$ cat config.mk
export PLATFORM = sky130hd
export DESIGN_NAME = fifo_burst_reader
export DESIGN_NICKNAME = d
export VERILOG_FILES = /design/src/rtl/fifo_pkg.sv /design/src/rtl/stream_buf2.sv /design/src/rtl/fifo_burst_reader.sv
export SDC_FILE = /design/constraint.sdc
export NUM_CORES = 1
export LEC_CHECK = 0
export CAP_MARGIN = 40
export CORE_MARGIN = 2
export CORE_UTILIZATION = 45
export DETAILED_ROUTE_END_ITERATION = 8
export PLACE_DENSITY = 0.72
export SLEW_MARGIN = 20
export SYNTH_ARGS = -nofsm -noshare
export SYNTH_HDL_FRONTEND = slang
export SYNTH_SLANG_ARGS = --single-unit
$ cat constraint.sdc
create_clock -name clk -period 2.9 [get_ports clk]
set_clock_uncertainty 0.1 [all_clocks]
set_input_delay 0.29 -clock clk [delete_from_list [all_inputs] [get_ports clk]]
set_output_delay 0.29 -clock clk [all_outputs]
set_load 0.02 [all_outputs]
$ cat src/rtl/fifo_pkg.sv
// fifo_pkg: shared types and constants for the async FIFO read side.
// Provides the burst-reader state encoding, the default FIFO word width
// (shared with the FIFO instance) and a counter-width helper.
package fifo_pkg;

    localparam int FIFO_DATA_WIDTH = 32;

    typedef enum logic [1:0] {
        IDLE   = 2'd0,
        RUN    = 2'd1,
        FINISH = 2'd2
    } rd_state_t;

    // Index width for a counter over 0..n-1; never narrower than 1 bit.
    function automatic int idx_width(input int n);
        return (n > 1) ? $clog2(n) : 1;
    endfunction

endpackage

$ cat src/rtl/stream_buf2.sv
// stream_buf2: 2-entry {last,data} FIFO whose head is registered.
// Ports: clk, rst (async, active-high); push/push_last/push_data write side;
// pop read side; count = occupancy 0..2; head_valid/head_last/head_data
// are the registered head entry.
module stream_buf2
    import fifo_pkg::*;
#(
    parameter int DATA_WIDTH = FIFO_DATA_WIDTH
) (
    input  logic                  clk,
    input  logic                  rst,
    input  logic                  push,
    input  logic                  push_last,
    input  logic [DATA_WIDTH-1:0] push_data,
    input  logic                  pop,
    output logic [1:0]            count,
    output logic                  head_valid,
    output logic                  head_last,
    output logic [DATA_WIDTH-1:0] head_data
);

    logic [DATA_WIDTH-1:0] d0_q;
    logic [DATA_WIDTH-1:0] d1_q;
    logic                  l0_q;
    logic                  l1_q;
    logic [1:0]            cnt_q;
    logic                  do_pop;
    logic                  do_push;

    assign do_pop  = pop & (cnt_q != 2'd0);
    // A push into a full buffer is only accepted alongside a pop.
    assign do_push = push & ((cnt_q != 2'd2) | do_pop);

    always_ff @(posedge clk or posedge rst) begin
        if (rst) begin
            d0_q  <= '0;
            d1_q  <= '0;
            l0_q  <= 1'b0;
            l1_q  <= 1'b0;
            cnt_q <= 2'd0;
        end else begin
            unique case ({do_push, do_pop})
                2'b10: begin
                    if (cnt_q == 2'd0) begin
                        d0_q <= push_data;
                        l0_q <= push_last;
                    end else begin
                        d1_q <= push_data;
                        l1_q <= push_last;
                    end
                    cnt_q <= cnt_q + 2'd1;
                end
                2'b01: begin
                    // Keep the head stable when draining the last entry.
                    if (cnt_q == 2'd2) begin
                        d0_q <= d1_q;
                        l0_q <= l1_q;
                    end
                    cnt_q <= cnt_q - 2'd1;
                end
                2'b11: begin
                    if (cnt_q == 2'd1) begin
                        d0_q <= push_data;
                        l0_q <= push_last;
                    end else begin
                        d0_q <= d1_q;
                        l0_q <= l1_q;
                        d1_q <= push_data;
                        l1_q <= push_last;
                    end
                end
                default: begin
                end
            endcase
        end
    end

    assign count      = cnt_q;
    assign head_valid = (cnt_q != 2'd0);
    assign head_last  = l0_q;
    assign head_data  = d0_q;

endmodule

$ cat src/rtl/fifo_burst_reader.sv
// fifo_burst_reader: pops the async FIFO read port and emits a valid/ready
// stream tagged with m_last every BURST_LEN words; stops only on bursts.
// Ports: clk, rst (async, active-high), en run request; fifo_rd_en/
// fifo_rd_data/fifo_rd_empty FIFO read side; m_valid/m_ready/m_data/m_last
// output stream; burst_count completed bursts; busy activity flag.
module fifo_burst_reader
    import fifo_pkg::*;
#(
    parameter int DATA_WIDTH = FIFO_DATA_WIDTH,
    parameter int BURST_LEN  = 8,
    parameter int CNT_WIDTH  = 16
) (
    input  logic                  clk,
    input  logic                  rst,
    input  logic                  en,
    output logic                  fifo_rd_en,
    input  logic [DATA_WIDTH-1:0] fifo_rd_data,
    input  logic                  fifo_rd_empty,
    output logic                  m_valid,
    input  logic                  m_ready,
    output logic [DATA_WIDTH-1:0] m_data,
    output logic                  m_last,
    output logic [CNT_WIDTH-1:0]  burst_count,
    output logic                  busy
);

    localparam int            IW       = idx_width(BURST_LEN);
    localparam logic [IW-1:0] LAST_IDX = IW'(BURST_LEN - 1);

    rd_state_t            state_q;
    rd_state_t            state_d;
    logic [IW-1:0]        issue_cnt_q;
    logic [IW-1:0]        issue_cnt_d;
    logic                 issue_last;
    logic                 inflight_q;
    logic                 inflight_last_q;
    logic [1:0]           count;
    logic [2:0]           occupancy;
    logic                 pop;
    logic [CNT_WIDTH-1:0] burst_cnt_q;

    assign pop        = m_valid & m_ready;
    assign occupancy  = {1'b0, count} + {2'b00, inflight_q};
    assign issue_last = (issue_cnt_q == LAST_IDX);

    // Credit check: count + inflight - pop < 2, kept non-negative.
    assign fifo_rd_en = (state_q != IDLE) & ~fifo_rd_empty
                      & (occupancy < (3'd2 + {2'b00, pop}));

    // The stop decision looks at the post-issue count so that a read issued
    // in the same cycle as the stop is always followed by the rest of its
    // burst rather than leaving a split burst behind.
    always_comb begin
        state_d     = state_q;
        issue_cnt_d = issue_cnt_q;
        if (fifo_rd_en) begin
            issue_cnt_d = issue_last ? '0 : issue_cnt_q + 1'b1;
        end
        unique case (state_q)
            IDLE: begin
                if (en) begin
                    state_d = RUN;
                end
            end
            RUN: begin
                if (!en) begin
                    state_d = (issue_cnt_d == '0) ? IDLE : FINISH;
                end
            end
            FINISH: begin
                if (issue_cnt_d == '0) begin
                    state_d = IDLE;
                end
            end
            default: state_d = IDLE;
        endcase
    end

    always_ff @(posedge clk or posedge rst) begin
        if (rst) begin
            state_q <= IDLE;
        end else begin
            state_q <= state_d;
        end
    end

    always_ff @(posedge clk or posedge rst) begin
        if (rst) begin
            issue_cnt_q     <= '0;
            inflight_q      <= 1'b0;
            inflight_last_q <= 1'b0;
            burst_cnt_q     <= '0;
        end else begin
            issue_cnt_q     <= issue_cnt_d;
            inflight_q      <= fifo_rd_en;
            inflight_last_q <= fifo_rd_en & issue_last;
            if (pop && m_last) begin
                burst_cnt_q <= burst_cnt_q + 1'b1;
            end
        end
    end

    // The word read last cycle arrives now; the credit rule guarantees room.
    stream_buf2 #(
        .DATA_WIDTH (DATA_WIDTH)
    ) u_buf (
        .clk        (clk),
        .rst        (rst),
        .push       (inflight_q),
        .push_last  (inflight_last_q),
        .push_data  (fifo_rd_data),
        .pop        (pop),
        .count      (count),
        .head_valid (m_valid),
        .head_last  (m_last),
        .head_data  (m_data)
    );

    assign burst_count = burst_cnt_q;
    assign busy        = (state_q != IDLE) | (count != 2'd0) | inflight_q;

endmodule
==> out/qor.yml, run 1 <==
status:
  status: "finished clean"
worst_setup_path:
  cp_max_fo: 9
  worstPathArrival_ps: 2280
  required_ps: 2510
  critical_path_class: "reg -> out"
  rr_worst_depth: 5
  cp_slowest_cell: "dfrtp_1"
  cp-start-kind: "flip-flop"
  regToRegSetupSlack_ps: 570
  crit_buf_inv: 1
  slowest_delay_ps: 480
  path_depth: 4
  cp-end-kind: "output port"
  crit_family: "flip-flops"
  crit_path_cell_trace: "ha_1 > or3b_4 > a2111oi_4 > dlygate4sd2_1"
  rr_endpoint: "issue_cnt_q[1]"
  r2r-start: "inflight_q"
floorplan:
  coreArea_um2: 8636
  fp.dieW_um: 97.74
  initial_core_util: 0.4578
  ioPinCount: 89
  dieHeight_um: 97.74
  die_area_um2: 9552
  std_cell_rows: 34
yosys:
  yosysTopAreaCell: "dfrtp_1"
  synth-seq-cells: 91
  synth-async-reset-ratio: 1.000
  yosys-top-cells-area: "dfrtp_1, mux2_2, mux2i_1"
  synth_edf_count: 0
  ys_types: 30
  synth_area_um2: 3954
  synthFlopType: "dfrtp_1"
  synth.avg_cell_area_um2: 12.17
  yosys_warnings: 0
  synthDominantCellAreaShare: 0.5759
  ys_seq_area_frac: 0.5759
  syn_inst: 325
  synth_fp_nets: 370
detailed_routing:
  firstDrtPassIters: 6
  avgRoutedWirePerCell_um: 14.42
  drc: 0
  ant_nets: 0
  vias: 2732
  routed_wirelength_um: 7684
  drt-initial-drc-count: 98
  vias_per_cell: 5.126
timing:
  fin_crit_sh: 0.9219
  fin_crit_ps: 2674
  timing.final.ws_setup_ps: 226.5
  rsz0062_at_grt: "no"
  setup_viol: 0
  worst_hold_slack_ps: 217.3
  slew_headroom: 0.6147
  tightest_slew_ps: 577.3
  slew_viol_final: 0
  fin_tns_setup_ps: 0
  final_hold_viol_count: 0
  max_freq_mhz: 374.0
power:
  p_clk_frac: 0.143
  peakVddDrop_v: 0.0005432
  leakage_nw: 2.352
  p_switching_mw: 2.081
  internal_power_mw: 3.500
  pwr-share-seq: 0.391
  powerDensity_nw_per_um2: 1069
  total_power_mw: 5.581
  combPwrFrac: 0.466
  power.share.switching: 0.3728
cts:
  clock_path_buffers: 2
  post-cts-setup-buffer-count: 0
  cts_tree: "built"
  postCtsHoldBufs: 0
  root_buffer: "clkbuf_8"
  numCtsBuffers: 9
  htree_levels: 3
  clock_sinks: 91
  clock_latency_ps: 340
  path_clk_slew_ps: 90
global_route:
  grt_pass1_vias: 2673
  grt_overflow: 0
  grt_max_degree: 67
  grt.total_usage: 0.1698
  grt_pass1_wl_um: 13050
  antenna_found_initial: 0
placement:
  post-dp-hpwl_um: 5165
  place_area_um2: 5034
  dp_slack_ps: 307.3
  gp_congestion: 0.7521
  port-buffer-count: 88
  post-place-cells: 517
layout:
  area_delta_synth_final_pct: 32.06
  fin_cells: 533
  final_cell_area_um2: 5221
  diodes: 0
  final_nets: 465
  final_core_util: 0.6046
  drive_above_1_share: 0.1624
min_path:
  hp-class: "in -> async"
run:
  maxCapViolations: 0
final cells by class:
class | instances | area [µm²]
multi-input combinational | 212 | 1609
inverter | 8 | 31.28
clock buffer | 11 | 151.4
fill | 714 | 3415
timing repair buffer | 98 | 979.7
tap | 108 | 135.1
sequential | 91 | 2277
clock inverter | 5 | 37.54
metal layers:
layer  routed length [µm]  vias to the layer above  track usage  part of all wire
met5                    0                        -            0                 0
met3                  350                        8      0.04510             0.046
met2                 3606                       58       0.2668              0.47
met4                   73                        0      0.05769            0.0095
met1                 3653                     1338       0.2310              0.48
li1                     -                     1328            -                 -
how the worst max path moves through the flow:
stage,endpoint,start,slack [ps]
final,fifo_rd_en,inflight_q,230
after global routing,fifo_rd_en,inflight_q,120
after CTS,fifo_rd_en,inflight_q,190
after detailed placement,fifo_rd_en,inflight_q,310
after global placement,fifo_rd_en,m_ready,310
after floorplan,burst_count[0],rst,150
what timing repair did:
action | CTS | global route
endpoints found under the hold margin | 0 | 0
gates resized for setup | 1 | 0
endpoints found under the setup margin | 1 | 0
worst register-to-register path, stage by stage, from the launching register on:
cell,delay (ps)
dfrtp_1,480
ha_1,340
or3b_4,380
a2111oi_4,370
buf_4,210
mux2_2,340
cell usage after synthesis, types with 2 or more instances:
cell      number
inv_1          8
a21oi_1       37
xnor2_1        8
o21ai_0        2
dfrtp_1       91
nor3_1         4
and3_1         2
buf_2          3
nand3_1        5
nand4_1        3
and4_1         2
ha_1           8
nor2_1        44
nand2_1        5
nor2b_1        2
mux2i_1       34
clkbuf_1      11
xor2_1         8
mux2_2        37
layout by cell type, fill, tap and decap left out, types with 2 or more instances in the layout:
master / netlist / final
a21oi_1: 37 / 36
and3_1: 2 / 2
and4_1: 2 / 2
buf_12: 0 / 2
buf_4: 0 / 8
clkbuf_8: 0 / 11
clkdlybuf4s50_1: 0 / 87
clkinvlp_4: 0 / 5
dfrtp_1: 91 / 91
ha_1: 8 / 8
inv_1: 8 / 7
mux2_2: 37 / 37
mux2i_1: 34 / 34
nand2_1: 5 / 4
nand3_1: 5 / 4
nand4_1: 3 / 3
nor2_1: 44 / 44
nor2b_1: 2 / 2
nor3_1: 4 / 4
o21ai_0: 2 / 2
xnor2_1: 8 / 8
xor2_1: 8 / 8
power groups by stage:
stage | registers (mW) | logic (mW) | clock network (mW)
detailed placement | 2.21 | 2.65 | 0
global route | 2.25 | 2.84 | 0.896
global placement | 2.19 | 2.58 | 0
floorplan | 2.46 | 1.36 | 0
finish | 2.18 | 2.60 | 0.796
CTS | 2.19 | 2.65 | 0.837
logic make-up (layout without fill, tap and decap cells):
kind of cell / after synthesis / count (layout) / share of synthesized area
flops: 91 / 91 / 0.5759
xor+xnor: 16 / 16 / 0.03544
buf+inv: 22 / 122 / 0.02183
fa+ha+maj: 8 / 8 / 0.02532
simple gates: 74 / 74 / 0.08798
mux: 71 / 71 / 0.1915
compound gates: 43 / 43 / 0.06203
sequential cells by signal, summed over array words and instances (netlist names):
register / cells
u_buf.l1_q: 1
inflight_q: 1
state_q: 2
u_buf.head_data: 32
u_buf.count: 2
inflight_last_q: 1
u_buf.head_last: 1
issue_cnt_q: 3
u_buf.d1_q: 32
burst_count: 16
Note: power is estimated with default switching activity, not from simulation.
==> run 2: changes to the inputs <==
SLEW_MARGIN = default   (was 20)
==> results of run 2 <==
The final DEF is identical to that of run 1; final timing and power are the same.
